File: src/rtl/ls_nios_mult_pkg.sv
// Shared types and decode helpers for the ls_nios pipelined multiply/MAC unit.
package ls_nios_mult_pkg;

  localparam int DATA_W_MIN      = 8;
  localparam int DATA_W_MAX      = 64;
  localparam int PIPE_STAGES_MIN = 2;
  localparam int PIPE_STAGES_MAX = 4;

  typedef enum logic [2:0] {
    OP_MUL     = 3'd0,
    OP_MULH    = 3'd1,
    OP_MULHSU  = 3'd2,
    OP_MULHU   = 3'd3,
    OP_MAC     = 3'd4,
    OP_ACC_CLR = 3'd5,
    OP_RSV6    = 3'd6,
    OP_RSV7    = 3'd7
  } mult_op_e;

  // Returns {sign_a, sign_b}; MUL uses unsigned since its low word is sign-agnostic.
  function automatic logic [1:0] op_signs(input mult_op_e op);
    case (op)
      OP_MULH, OP_MAC: op_signs = 2'b11;
      OP_MULHSU:       op_signs = 2'b10;
      default:         op_signs = 2'b00;
    endcase
  endfunction

  function automatic logic op_hi(input mult_op_e op);
    op_hi = (op == OP_MULH) || (op == OP_MULHSU) || (op == OP_MULHU);
  endfunction

endpackage

File: src/rtl/ls_nios_mult_core.sv
// (DATA_W+1)x(DATA_W+1) two's-complement multiplier with PIPE_STAGES-2 register stages.
module ls_nios_mult_core #(
  parameter int DATA_W      = 32,
  parameter int PIPE_STAGES = 2
) (
  input  logic                  clk,
  input  logic                  reset_n,
  input  logic                  en_i,
  input  logic [DATA_W:0]       a_i,
  input  logic [DATA_W:0]       b_i,
  output logic [2*DATA_W-1:0]   prod_o
);

  localparam int PW   = 2 * DATA_W;
  localparam int NREG = PIPE_STAGES - 2;

  logic [PW-1:0] a_w, b_w, prod_c;

  // Sign-extending to the kept width makes the low PW bits of a plain
  // multiply equal to the exact signed product modulo 2^PW.
  assign a_w    = {{(PW-DATA_W-1){a_i[DATA_W]}}, a_i};
  assign b_w    = {{(PW-DATA_W-1){b_i[DATA_W]}}, b_i};
  assign prod_c = a_w * b_w;

  if (NREG == 0) begin : g_comb
    assign prod_o = prod_c;
  end else begin : g_regs
    logic [PW-1:0] pipe_q [NREG];

    always_ff @(posedge clk or negedge reset_n) begin
      if (!reset_n) begin
        for (int i = 0; i < NREG; i++) pipe_q[i] <= '0;
      end else if (en_i) begin
        pipe_q[0] <= prod_c;
        for (int i = 1; i < NREG; i++) pipe_q[i] <= pipe_q[i-1];
      end
    end

    assign prod_o = pipe_q[NREG-1];
  end

endmodule

File: src/rtl/ls_nios_mult_pipe.sv
// Pipelined multiply / multiply-accumulate unit with valid/ready handshake, flush
// and an optional final-stage accumulator.
module ls_nios_mult_pipe
  import ls_nios_mult_pkg::*;
#(
  parameter int DATA_W      = 32,
  parameter int PIPE_STAGES = 2,
  parameter int ACC_EN      = 1
) (
  input  logic                clk,
  input  logic                reset_n,
  input  logic                in_valid,
  output logic                in_ready,
  input  logic [2:0]          in_op,
  input  logic [DATA_W-1:0]   in_a,
  input  logic [DATA_W-1:0]   in_b,
  input  logic                flush,
  output logic                out_valid,
  input  logic                out_ready,
  output logic [2*DATA_W-1:0] out_full,
  output logic [DATA_W-1:0]   out_word
);

  localparam int PW = 2 * DATA_W;
  localparam int NC = PIPE_STAGES - 1;

  if (DATA_W < DATA_W_MIN || DATA_W > DATA_W_MAX) begin : g_bad_data_w
    $error("ls_nios_mult_pipe: DATA_W out of range");
  end
  if (PIPE_STAGES < PIPE_STAGES_MIN || PIPE_STAGES > PIPE_STAGES_MAX) begin : g_bad_pipe
    $error("ls_nios_mult_pipe: PIPE_STAGES out of range");
  end

  // Handshake: a transfer happens on a rising edge where valid && ready.
  // The whole pipe advances together (adv); in_ready never looks at in_valid,
  // and flush kills everything in flight plus any same-cycle acceptance.
  logic          adv, accept, last_vld, acc_we;
  logic [1:0]    signs;
  mult_op_e      in_op_e, last_op;
  logic [DATA_W:0] a_q, b_q;
  logic [NC-1:0] vld_q;
  mult_op_e      op_q [NC];
  logic [PW-1:0] prod, full_d, acc_d, acc_q, out_full_q;
  logic [DATA_W-1:0] word_d, out_word_q;
  logic          out_valid_q;

  assign adv      = !out_valid_q || out_ready;
  assign in_ready = adv;
  assign accept   = in_valid && adv && !flush;
  assign in_op_e  = mult_op_e'(in_op);
  assign signs    = op_signs(in_op_e);

  always_ff @(posedge clk or negedge reset_n) begin
    if (!reset_n) begin
      a_q <= '0;
      b_q <= '0;
    end else if (accept) begin
      a_q <= {signs[1] & in_a[DATA_W-1], in_a};
      b_q <= {signs[0] & in_b[DATA_W-1], in_b};
    end
  end

  // Valid/op chain runs alongside the multiplier registers; bubbles move too.
  always_ff @(posedge clk or negedge reset_n) begin
    if (!reset_n) begin
      vld_q <= '0;
      for (int i = 0; i < NC; i++) op_q[i] <= OP_MUL;
    end else begin
      if (flush) begin
        vld_q <= '0;
      end else if (adv) begin
        vld_q[0] <= accept;
        for (int i = 1; i < NC; i++) vld_q[i] <= vld_q[i-1];
      end
      if (adv) begin
        op_q[0] <= in_op_e;
        for (int i = 1; i < NC; i++) op_q[i] <= op_q[i-1];
      end
    end
  end

  ls_nios_mult_core #(
    .DATA_W      (DATA_W),
    .PIPE_STAGES (PIPE_STAGES)
  ) u_core (
    .clk     (clk),
    .reset_n (reset_n),
    .en_i    (adv),
    .a_i     (a_q),
    .b_i     (b_q),
    .prod_o  (prod)
  );

  assign last_vld = vld_q[NC-1];
  assign last_op  = op_q[NC-1];

  always_comb begin
    full_d = prod;
    word_d = prod[DATA_W-1:0];
    acc_d  = acc_q;
    acc_we = 1'b0;
    if (op_hi(last_op)) word_d = prod[PW-1:DATA_W];
    case (last_op)
      OP_MAC: begin
        if (ACC_EN != 0) begin
          acc_d  = acc_q + prod;
          acc_we = 1'b1;
          full_d = acc_d;
          word_d = acc_d[DATA_W-1:0];
        end
      end
      OP_ACC_CLR: begin
        full_d = '0;
        word_d = '0;
        acc_d  = '0;
        acc_we = (ACC_EN != 0);
      end
      OP_RSV6, OP_RSV7: begin
        full_d = '0;
        word_d = '0;
      end
      default: ;
    endcase
  end

  always_ff @(posedge clk or negedge reset_n) begin
    if (!reset_n) begin
      out_valid_q <= 1'b0;
      out_full_q  <= '0;
      out_word_q  <= '0;
    end else if (flush) begin
      out_valid_q <= 1'b0;
    end else if (adv) begin
      out_valid_q <= last_vld;
      if (last_vld) begin
        out_full_q <= full_d;
        out_word_q <= word_d;
      end
    end
  end

  if (ACC_EN != 0) begin : g_acc
    always_ff @(posedge clk or negedge reset_n) begin
      if (!reset_n) acc_q <= '0;
      else if (!flush && adv && last_vld && acc_we) acc_q <= acc_d;
    end
  end else begin : g_no_acc
    assign acc_q = '0;
  end

  assign out_valid = out_valid_q;
  assign out_full  = out_full_q;
  assign out_word  = out_word_q;

endmodule

File: config.mk
export PLATFORM = sky130hd
export DESIGN_NAME = ls_nios_mult_pipe
export DESIGN_NICKNAME = d
export VERILOG_FILES = /design/src/rtl/ls_nios_mult_pkg.sv /design/src/rtl/ls_nios_mult_core.sv /design/src/rtl/ls_nios_mult_pipe.sv
export SDC_FILE = /design/constraint.sdc
export NUM_CORES = 2
export LEC_CHECK = 0
export ABC_CLOCK_PERIOD_IN_PS = 13400
export BUFFER_PORTS_ARGS = -buffer_cell sky130_fd_sc_hd__buf_4
export CAP_MARGIN = 0
export CELL_PAD_IN_SITES_DETAIL_PLACEMENT = 1
export CELL_PAD_IN_SITES_GLOBAL_PLACEMENT = 2
export CORE_MARGIN = 1.5
export CORE_UTILIZATION = 42
export DETAILED_ROUTE_END_ITERATION = 8
export PLACE_DENSITY = 0.92
export SYNTH_ARGS = -nofsm -noshare
export SYNTH_HDL_FRONTEND = slang
export SYNTH_SLANG_ARGS = --single-unit
File: constraint.sdc
create_clock -name clk -period 13.4 [get_ports clk]
set_clock_uncertainty 0.05 [all_clocks]
set_input_delay 0.67 -clock clk [delete_from_list [all_inputs] [get_ports clk]]
set_output_delay 0.67 -clock clk [all_outputs]
set_load 0.01 [all_outputs]
After elaboration in Yosys (flattened, before gate mapping)
Cells that the tools add are included.

operators by class
  add/subtract/negate cells = 1
  multiply operators = 1
  equal/unequal tests = 10
  mux-type cells = 10
  bitwise logic cells = 3
  reductions and logical operators = 17

operators by type and width
  kind                                                                   number
  64-bit one-hot mux with 2 select lines                                 2
  64-bit adder                                                           1
  33-bit by 33-bit multiplier with 64-bit output                         1
  32-bit one-hot mux with 2 select lines                                 1
  32-bit 2-to-1 mux                                                      1
  3-bit equality test, second input constant                             5
  3-bit by 2-bit equality test with 1-bit output, second input constant  3
  3-bit by 1-bit equality test with 1-bit output, second input constant  2
  1-bit logical AND                                                      5
  1-bit 2-to-1 mux                                                       5
  2-bit one-hot mux with 2 select lines                                  1
  2-bit nonzero test                                                     2
  2-bit OR reduction                                                     2
  1-bit logical OR                                                       3
  3-bit AND reduction                                                    1
  3-bit OR reduction                                                     1
  1-bit AND                                                              2
  1-bit zero test                                                        2
  2-bit AND reduction                                                    1
  1-bit inverter                                                         1

word-level totals
  register bits = 231
  input port bits = 72
  output and inout bits = 98
  word-level logic and storage cells = 50

Logic depth before layout (Yosys ltp)
  depth after elaboration = 6
  mapped depth = 43
  mapped depth without buffers = 40

Modules after synthesis
From an unflattened synthesis, not the netlist that was laid out.

unflattened totals
  cell total of the unflattened synthesis = 5670
  area total of the unflattened synthesis = 51967.3 um^2

by module, submodules not included
  module             times used  cells each  area an instance (um^2)  seq. area each (um^2)
  ls_nios_mult_core  1           4128        38211.6                  0.0
  ls_nios_mult_pipe  1           1542        13755.7                  5780.5

Worst setup path before layout
OpenSTA, ideal clock, no wires.

  path kind = register to register
  start = reg b_q[3]
  end = reg acc_q[62]
  arrival time = 9715 ps
  data required time = 13229 ps
  slack = 3514 ps
  stages on the path, launching flop included = 41
  buffers on the path = 3
  period minus slack after synthesis = 9886 ps
  cell sequence = dfrtp_1 clkbuf_1 clkbuf_1 nand2_1 fa_1 fa_1 inv_1 fa_1 inv_1 fa_1 fa_1 inv_1 fa_1 fa_1 inv_1 fa_1 inv_1 ha_1 [5 not listed] o21a_1 a311oi_2 o21ai_2 a311oi_2 xor2_1 inv_1 ha_1 clkbuf_1 a21oi_1 o21bai_1 a21o_1 a21o_1 a221o_1 a21oi_2 nor2_1 a311oi_1 xnor2_1 a22o_1

on the way
  cells in the longest elaborated chain, start to end = 3

RTL lines
  element                                         line                      text
  start: declaration                              ls_nios_mult_pipe.sv:40   logic [DATA_W:0] a_q, b_q;
  start signal: assignment                        ls_nios_mult_pipe.sv:59   b_q <= {signs[0] & in_b[DATA_W-1], in_b};
  33-bit by 33-bit multiplier with 64-bit output  ls_nios_mult_core.sv:23   assign prod_c = a_w * b_w;
  64-bit adder                                    ls_nios_mult_pipe.sv:106  acc_d = acc_q + prod;
  64-bit one-hot mux with 2 select lines          ls_nios_mult_pipe.sv:103  case (last_op)
  end signal: assignment                          ls_nios_mult_pipe.sv:144  if (!reset_n) acc_q <= '0;
  end signal: assignment                          ls_nios_mult_pipe.sv:145  else if (!flush && adv && last_vld && acc_we) acc_q <= acc_d;
  end: declaration                                ls_nios_mult_pipe.sv:43   logic [PW-1:0] prod, full_d, acc_d, acc_q, out_full_q;

No other way between the ends.
A chain may end at the register's enable or synchronous reset.

Worst setup path in the final report
  start = reg b_q[7]
  end = reg acc_q[63]

Same word-level chain as after synthesis.

==> flow_metrics.py <==
metrics = {
    "cts": {
        "cts-root-buf": "clkbuf_16",
        "clock_path_buffers": 3,
        "cts_resized": 0,
        "cts_buffers": 31,
        "clock-sinks": 231,
        "postCtsHoldBufs": 1,
        "post-cts-setup-buffers": 0,
        "cts.clk_slew.worst_paths_ps": 70,
        "clk_latency_ps": 680,
        "htree_num_levels": 1,
        "cts_tree": "yes",
    },
    "grt": {
        "antenna_found_initial": 6,
        "grt_max_degree": 86,
        "first_global_vias": 43400,
        "grt_pass1_wl_mm": 255,
        "grt_usage_pct": 27.1,
        "grt_overflow": 0,
    },
    "floorplan": {
        "initial_utilization_pct": 42.3,
        "ioPinCount": 170,
        "dieWidth_um": 350,
        "die_y_um": 350,
        "die_area_um2": 123000,
        "fp-row-count": 127,
        "placeableCoreArea_um2": 120000,
    },
    "route": {
        "avgRoutedWirePerCell_um": 22.7,
        "vias_per_cell": 5.39,
        "drt-total-wl_mm": 161,
        "firstDrtPassIters": 6,
        "antenna_left": 0,
        "vias": 38100,
        "drc": 0,
        "wl_met1_mm": 65.8,
        "drt-initial-drc-count": 2326,
        "dr_wl_met3_mm": 8.30,
        "top_layer": "met4",
        "route.met2.wl_mm": 81.0,
    },
    "synthesis": {
        "synth.most_common_cell": "fa_1",
        "synth-main-ff-cell": "dfrtp_1",
        "yosysWarnings": 0,
        "ys_async_sr_fraction_pct": 100,
        "avgSynthCellArea_um2": 9.32,
        "synth_top_area_cell": "fa_1",
        "synth_area_um2": 50600,
        "syn_nets": 6903,
        "yosysTopAreaCellShare_pct": 44.5,
        "synth_common_cells": "fa_1 (1126), inv_1 (1106), nand2_1 (761)",
        "ys_seq_area_share_pct": 11.4,
        "yosys.cell_types.count": 73,
        "synth.area.top_cells": "fa_1 (45%), dfrtp_1 (11%), inv_1 (8.2%), ha_1 (6.8%), and2_1 (6.3%)",
        "synthCells": 5430,
        "ys_seq_elements": 231,
        "synth-edff-count": 0,
    },
    "cells_and_area": {
        "drive_gt1_share_pct": 7.50,
        "multi_input_area_um2": 39600,
        "seq_area_um2": 5780,
        "area_growth_pct": 7.95,
        "nFillCells": 13700,
        "nNetsFinal": 6901,
    },
    "setup_path": {
        "critPathSlowestCell": "dfrtp_1",
        "cp.arrival_ps": 12170,
        "worstPathMaxFanout": 34,
        "r2r_slack_ps": 1760,
        "path_class": "reg -> reg",
        "worstSetupEndpointType": "flip-flop",
        "r2r_start": "b_q[7]",
        "worstPathRequired_ps": 13930,
        "slowest_delay_ps": 1210,
        "rr_worst_depth": 36,
        "critPathLaunchType": "flip-flop",
        "crit_top_cell": "fa_1",
        "timing.rr.end": "acc_q[63]",
    },
    "run_status": {
        "status": "finished, final reports clean",
    },
    "timing": {
        "slew_headroom_pct": 10.7,
        "fin_crit_sh_pct": 86.9,
        "finalHoldViolCount": 0,
        "slew_viol_final": 0,
        "finalSetupTns_ps": 0,
        "worstMarginPinSlew_ps": 1340,
        "hold_slack_ps": 136,
        "setup_viol": 0,
        "rsz0062_at_grt": "no",
        "clock.fmax_mhz": 85.9,
        "fin_crit_ps": 11640,
    },
    "flow_run": {
        "max-cap-violations": 0,
    },
    "min_path": {
        "worstHoldPathCells": 2,
        "worstHoldStart": "flush",
        "holdCritPathClass": "in -> reg",
        "hold_end": "out_valid",
    },
    "placement": {
        "gp_congestion": 0.924,
        "hpwl_mm": 131,
        "io_buffers": 169,
    },
}
==> sequential cells by signal, summed over array words and instances (netlist names) <==
register and count:
last_vld 1, out_valid 1, a_q 33, acc_q 64, out_word 32, b_q 33, out_full 64, last_op 3
==> kinds of logic (layout without fill, tap and decap cells) <==
kind of cell             after synthesis  in the layout  share of synthesized area, %
AND/OR/NAND/NOR                     1587           1587                          15.0
buffers and inverters               1405           1427                          10.4
adder cells (fa/ha/maj)             1401           1401                          51.3
AO/OA/AOI/OAI                        606            606                          7.98
flip-flops                           231            231                          11.4
XOR/XNOR                             130            130                          2.25
multiplexers                          70             70                          1.55
other                                  0              1                             0
==> critical path: cells and delay by family (launching register included) <==
family	cells	cell delay, ps
adder cells (fa/ha/maj)	10	4820
flip-flops	1	1210
AO/OA/AOI/OAI	13	3160
buffers and inverters	5	390
AND/OR/NAND/NOR	6	1440
XOR/XNOR	2	450
==> cell usage in the layout (no fill, tap or decap), drive strengths merged, types with 34 or more instances in the layout <==
master  netlist  layout
fa         1126    1126
inv        1106    1111
nand2       761     761
and2        511     511
ha          275     275
buf           6     262
dfrtp       231     231
a21oi       147     147
nor2        146     146
o21ai       126     126
a21o         89      89
xnor2        86      86
mux2         66      66
xor2         44      44
a22o         38      38
clkbuf      292      34
==> through the flow <==
| stage | worst slack (ps) | std cells | utilization, % | cell area (um^2) |
|---|---|---|---|---|
| final | 1760 | 7065 | 45.7 | 54600 |
| after global routing | 1120 | 7064 | 45.7 | 54600 |
| after CTS | 1910 | 7064 | 45.7 | 54600 |
| after detailed placement | 2060 | 7006 | 44.7 | 53500 |
| after global placement | 2180 | 7006 | 44.7 | 53500 |
| after floorplan | 3510 | 5430 | - | 50600 |
==> layout make-up <==
class,instances,area share (%)
tap,1612,3.69
multi-input combinational,3794,72.4
timing repair buffer,263,3.63
sequential,231,10.6
inverter,1107,7.61
clock inverter,23,0.561
antenna,1,0.00458
clock buffer,34,1.48
==> routing by layer <==
layer,vias up,track usage [%]
met5,-,0
met4,0,8.35
met3,269,3.45
met2,1075,47.1
met1,20400,35.0
li1,16400,-
==> how the worst max path moves through the flow <==
stage / from / endpoint / slack, ps / cells after the start
2_1_floorplan: b_q[3] / acc_q[62] / 3510 / 40
3_3_place_gp: a_q[9] / acc_q[62] / 2180 / 38
3_5_place_dp: a_q[9] / acc_q[62] / 2060 / 38
4_1_cts: b_q[7] / acc_q[63] / 1910 / 36
5_1_grt: b_q[7] / acc_q[63] / 1120 / 36
6_report: b_q[7] / acc_q[63] / 1760 / 36
Power is left out: the tool's default activity adds up to more than one toggle a clock period on the data nets, which glitch-free logic cannot reach.
